==> config.mk <==
export PLATFORM = sky130hd
export DESIGN_NAME = if_fetch_ctrl
export DESIGN_NICKNAME = d
export VERILOG_FILES = /design/src/rtl/if_fetch_ctrl_pkg.sv /design/src/rtl/if_fetch_ctrl_pc_gen.sv /design/src/rtl/if_fetch_ctrl.sv
export SDC_FILE = /design/constraint.sdc
export NUM_CORES = 1
export LEC_CHECK = 0
export ABC_AREA = 0
export CORE_MARGIN = 2
export CORE_UTILIZATION = 26
export CTS_CLUSTER_DIAMETER = 80
export DETAILED_ROUTE_END_ITERATION = 6
export HOLD_SLACK_MARGIN = 0.12
export PLACE_DENSITY = 0.83
export SETUP_SLACK_MARGIN = 0.02
export SKIP_CTS_REPAIR_TIMING = 1
export SLEW_MARGIN = 20
export SYNTH_ARGS = -nofsm -noshare
export SYNTH_HDL_FRONTEND = slang
export SYNTH_HIERARCHICAL = 1
export SYNTH_SLANG_ARGS = --single-unit
==> constraint.sdc <==
create_clock -name clk_i -period 3.6 [get_ports clk_i]
set_input_delay 1.08 -clock clk_i [delete_from_list [all_inputs] [get_ports clk_i]]
set_output_delay 1.08 -clock clk_i [all_outputs]
set_load 0.05 [all_outputs]
==> src/rtl/if_fetch_ctrl_pkg.sv <==
// Shared definitions for the IF-stage fetch sequencer: FSM state encoding
// and default memory port widths.
package if_fetch_ctrl_pkg;

    localparam int DEFAULT_ADDR_WIDTH = 5;
    localparam int DEFAULT_DATA_WIDTH = 32;

    typedef enum logic [1:0] {
        LOAD  = 2'd0,
        START = 2'd1,
        RUN   = 2'd2
    } fetch_state_e;

endpackage

==> src/rtl/if_fetch_ctrl_pc_gen.sv <==
// PC generator: next-PC priority mux (start > redirect > stall > increment)
// plus the issued-PC and valid registers that tag each returned word.
module if_fetch_ctrl_pc_gen
    import if_fetch_ctrl_pkg::*;
#(
    parameter int ADDR_WIDTH = DEFAULT_ADDR_WIDTH,
    parameter int RESET_PC   = 0
) (
    input  logic                  clk_i,
    input  logic                  rst_i,
    input  logic                  start_i,
    input  logic                  run_i,
    input  logic                  stall_i,
    input  logic                  redirect_i,
    input  logic [ADDR_WIDTH-1:0] redirect_pc_i,
    output logic [ADDR_WIDTH-1:0] next_pc_o,
    output logic [ADDR_WIDTH-1:0] issued_pc_o,
    output logic                  valid_o
);

    localparam logic [ADDR_WIDTH-1:0] ResetPc = ADDR_WIDTH'(RESET_PC);

    logic [ADDR_WIDTH-1:0] issued_pc_q, issued_pc_d, next_pc;
    logic                  valid_q, valid_d;

    // Stalling re-reads the current address so the memory output stays stable.
    always_comb begin
        next_pc     = issued_pc_q + ADDR_WIDTH'(1);
        issued_pc_d = issued_pc_q;
        valid_d     = 1'b0;
        if (start_i) begin
            next_pc = ResetPc;
        end else if (redirect_i) begin
            next_pc = redirect_pc_i;
        end else if (stall_i) begin
            next_pc = issued_pc_q;
        end
        if (start_i || run_i) begin
            issued_pc_d = next_pc;
            valid_d     = 1'b1;
        end
    end

    always_ff @(posedge clk_i) begin
        if (rst_i) begin
            issued_pc_q <= ResetPc;
            valid_q     <= 1'b0;
        end else begin
            issued_pc_q <= issued_pc_d;
            valid_q     <= valid_d;
        end
    end

    assign next_pc_o   = next_pc;
    assign issued_pc_o = issued_pc_q;
    assign valid_o     = valid_q;

endmodule

==> src/rtl/if_fetch_ctrl.sv <==
// IF-stage fetch sequencer: grants the instruction memory to the boot loader,
// then runs the PC sequence and tags returned words with PC and valid.
module if_fetch_ctrl
    import if_fetch_ctrl_pkg::*;
#(
    parameter int ADDR_WIDTH = DEFAULT_ADDR_WIDTH,
    parameter int DATA_WIDTH = DEFAULT_DATA_WIDTH,
    parameter int RESET_PC   = 0,
    parameter bit BOOT_LOAD  = 1'b1
) (
    input  logic                  clk_i,
    input  logic                  rst_i,
    input  logic                  ld_valid_i,
    output logic                  ld_ready_o,
    input  logic [ADDR_WIDTH-1:0] ld_addr_i,
    input  logic [DATA_WIDTH-1:0] ld_data_i,
    input  logic                  ld_last_i,
    output logic [ADDR_WIDTH-1:0] mem_addr_o,
    output logic                  mem_we_o,
    output logic [DATA_WIDTH-1:0] mem_wdata_o,
    input  logic [DATA_WIDTH-1:0] mem_rdata_i,
    input  logic                  stall_i,
    input  logic                  redirect_i,
    input  logic [ADDR_WIDTH-1:0] redirect_pc_i,
    output logic [DATA_WIDTH-1:0] instr_o,
    output logic [ADDR_WIDTH-1:0] instr_pc_o,
    output logic                  instr_valid_o,
    output logic                  booting_o
);

    fetch_state_e state_q, state_d;

    logic [ADDR_WIDTH-1:0] next_pc;
    logic [ADDR_WIDTH-1:0] issued_pc;
    logic                  valid_q;
    logic                  in_load, in_start, in_run;

    assign in_load  = (state_q == LOAD);
    assign in_start = (state_q == START);
    assign in_run   = (state_q == RUN);

    always_ff @(posedge clk_i) begin
        if (rst_i) begin
            state_q <= BOOT_LOAD ? LOAD : START;
        end else begin
            state_q <= state_d;
        end
    end

    // Memory port belongs to the loader in LOAD and to the PC generator otherwise.
    always_comb begin
        state_d       = state_q;
        ld_ready_o    = 1'b0;
        mem_we_o      = 1'b0;
        mem_addr_o    = next_pc;
        mem_wdata_o   = ld_data_i;
        instr_valid_o = 1'b0;
        booting_o     = 1'b0;
        unique case (state_q)
            LOAD: begin
                ld_ready_o = 1'b1;
                mem_we_o   = ld_valid_i;
                mem_addr_o = ld_addr_i;
                booting_o  = 1'b1;
                if (ld_valid_i && ld_last_i) begin
                    state_d = START;
                end
            end
            START: begin
                booting_o = 1'b1;
                state_d   = RUN;
            end
            RUN: begin
                instr_valid_o = valid_q & ~redirect_i;
            end
            default: begin
                state_d = BOOT_LOAD ? LOAD : START;
            end
        endcase
    end

    if_fetch_ctrl_pc_gen #(
        .ADDR_WIDTH (ADDR_WIDTH),
        .RESET_PC   (RESET_PC)
    ) u_pc_gen (
        .clk_i         (clk_i),
        .rst_i         (rst_i),
        .start_i       (in_start),
        .run_i         (in_run),
        .stall_i       (stall_i),
        .redirect_i    (redirect_i),
        .redirect_pc_i (redirect_pc_i),
        .next_pc_o     (next_pc),
        .issued_pc_o   (issued_pc),
        .valid_o       (valid_q)
    );

    assign instr_o    = mem_rdata_i;
    assign instr_pc_o = issued_pc;

    logic unused_load;
    assign unused_load = in_load;

endmodule
==> key figures <==
Layout
  – NumNets Final: 193
  – Layout area overhead: 2.82%
  – Seq. cell area: 160 µm²
  – Final cell count without fillers: 160
  – Most frequent cells in the layout: 20 x clkdlybuf4s50_1, 9 x buf_4, 8 x dfxtp_1, 6 x buf_12, 6 x nor2_1
  – Share of cells above drive strength 1: 0.273
  – Finished Cell Area: 1140 µm²
  – Fill cells: 417
  – Commonest non-fill, non-tap cell in the layout: clkdlybuf4s50_1
  – Diodes inserted: 0
  – Multi-input logic area: 444 µm²

Placement
  – Buffers on Ports: 29
  – Pre-CTS WS: -0.0846 ns
  – Placed insts: 153
  – Placer congestion estimate: 0.837
  – Placed Area: 1060 µm²
  – DP Wirelength: 1610 µm

Worst setup path
  – WP data required: 2.52 ns
  – Crit path DAT: 2.27 ns
  – Max FO, Critical Path: 2
  – Crit-path leading delay family: buffers and inverters
  – Slowest stage delay, CP: 0.39 ns
  – Setup crit end kind: primary output
  – Worst-path cell chain: clkdlybuf4s50_1 -> and2_1 -> a21oi_1 -> nor2_1 -> mux2_4 -> buf_4
  – CP Launch Type: input port
  – Max stage delay cell, worst path: clkdlybuf4s50_1
  – Worst Path Buf+Inv: 2
  – CP Class: in2out

Detailed routing
  – Routed len/inst: 13.5 µm
  – Vias: 742
  – First DRT Iteration DRCs: 93
  – First-pass DRT Iterations: 4
  – Vias per inst: 4.64
  – Routed wire length: 2170 µm
  – Antenna Nets Post-Route: 0
  – DRC Markers: 0

Floorplan
  – CORE AREA: 4060 µm²
  – Die Span Y: 69.3 µm
  – Number of I/O pins: 158
  – Cell Rows: 23
  – Die width: 69.3 µm
  – Die area: 4810 µm²
  – Starting density of the core: 0.274

Timing
  – Final Max Slew Viols: 0
  – Slew HR: 0.556
  – Actual slew at the worst max-slew pin: 0.665 ns
  – Fmax achieved: 299 MHz
  – Final TNS setup: 0 ns
  – Final setup margin: 0.253 ns
  – Setup Viol. Count Final: 0
  – RSZ-0062 raised after global routing: no
  – Worst Skew: 0.00373 ns
  – Hold Violations, Final: 0
  – Part of the cycle the worst path needs: 0.930
  – Final min period: 3.35 ns

Power
  – P_leak: 0.477 nW
  – Net switching power: 110 µW
  – Sw frac: 0.322
  – Seq pwr share: 0.283
  – Cell Pwr Density: 301 nW/µm²
  – Clock power frac: 0.325
  – Tot Pwr: 343 µW
  – Internal Power: 232 µW
  – Worst VDD drop: 0.0000828 V
  – Comb power frac: 0.392

Yosys
  – Post-Synth Adder-Cell Area: 0.0113
  – Mean cell area of the mapped netlist: 8.16 µm²
  – Post-synthesis sequential area ratio: 0.144
  – Simple-gate share of the synthesized area: 0.168
  – Mux cell area share after synthesis: 0.0767
  – Post-synth top flop: dfxtp_1
  – Synth Area in XOR/XNOR: 0.0316
  – Combinational family with the most area after synthesis: buffers and inverters
  – EDFF count, synth: 0
  – Synth Area in Compound Gates: 0.108
  – Mapped Nets: 217
  – Register bit total from synthesis: 8
  – Count of cell types in the netlist: 33
  – Ys async rst share: 0
  – Synthesized instance count: 136
  – Post-Synthesis Cell Area: 1110 µm²
  – Synth warn: 6

Global routing
  – Initial antenna violation count: 0
  – GRT Overall Usage: 0.0874
  – GRT overflow: 0
  – Largest net degree at the start of global routing: 11
  – First-pass GRT wire length: 3380 µm
  – Vias in the first global route: 677

Clock tree
  – Inserted Clock Buffers: 3
  – CTS tree: yes
  – Root Buffer: clkbuf_8
  – Htree depth: 1
  – Clk sink count: 8
  – Clk_lat worst skew: 0.23 ns
  – CTS clock-pin slew for the worst setup and hold paths: 0.04 ns
  – Longest Clk Path Bufs: 2

Job
  – Maxcap violations: 0

Run status
  – Status: finished, final reports clean

Hold path
  – Worst hold path type: reg2reg
-- state kept, by name, indices dropped and copies added, names as in the netlist --
name and cells:
u_pc_gen/valid_o 1, state_q 2, u_pc_gen/issued_pc_o 5
-- tightest hold or removal path: cells and delay by family (launching register included) --
kind	cells	cell delay (ns)
simple gates	1	0.09
compound gates	1	0.07
flops	1	0.35
-- through the flow --
stage                     hold slack, ns  utilization
after floorplan                    0.624            -
after global placement             0.527        0.261
after detailed placement           0.543        0.261
after CTS                          0.552        0.271
after global routing               0.581        0.281
final                              0.556        0.281
-- metal layers --
| metal | global-route usage | vias to the layer above | routed length (µm) |
|---|---|---|---|
| met4 | 0.0828 | 0 | 96 |
| met5 | 0 | - | 0 |
| li1 | - | 343 | - |
| met3 | 0.0407 | 17 | 240 |
| met2 | 0.129 | 49 | 1050 |
| met1 | 0.0900 | 333 | 779 |
-- power groups by stage --
stage                     logic, mW  clock network [mW]  registers, mW
after floorplan               0.260                   0          0.104
after global placement        0.131                   0         0.0981
after detailed placement      0.132                   0         0.0983
after CTS                     0.133               0.113         0.0968
after global routing          0.142               0.116         0.0974
final                         0.134               0.112         0.0969
-- layout make-up --
| type | count | share of cell area |
|---|---|---|
| clock buffer | 3 | 0.0362 |
| inverter | 3 | 0.0132 |
| multi-input combinational | 58 | 0.389 |
| sequential | 8 | 0.140 |
| tap | 50 | 0.0548 |
| timing repair buffer | 37 | 0.362 |
| timing repair inverter | 1 | 0.00439 |
-- synth_stat cells, types with 3 or more instances --
cell type	number	area share
a211oi_1	4	0.027
a21oi_1	4	0.018
a31oi_1	3	0.017
buf_4	64	0.43
dfxtp_1	8	0.14
mux2_4	5	0.068
nor2_1	6	0.020
nor2b_1	4	0.023
o21ai_0	3	0.014
-- cells by family (layout without fill, tap and decap cells) --
family,after synthesis,count (layout)
xor+xnor,4,4
compound gates,18,18
fa+ha+maj,1,1
flops,8,8
mux,6,6
simple gates,29,29
buf+inv,70,44
-- final timing paths --
kind / depth (start not counted) / from / slack (ns) / end
worst max-delay path: 6 / redirect_pc_i[0] / 0.25 / mem_addr_o[0]
worst min-delay path: 2 / u_pc_gen/issued_pc_o[4]$_SDFFE_PP0P_ / 0.56 / u_pc_gen/issued_pc_o[4]$_SDFFE_PP0P_
worst max register to register: 4 / state_q[1]$_SDFFE_PP0P_ / 1.95 / u_pc_gen/issued_pc_o[3]$_SDFFE_PP0P_
worst min register to register: 2 / u_pc_gen/issued_pc_o[4]$_SDFFE_PP0P_ / 0.56 / u_pc_gen/issued_pc_o[4]$_SDFFE_PP0P_
Note: power is estimated with default switching activity, not from simulation.
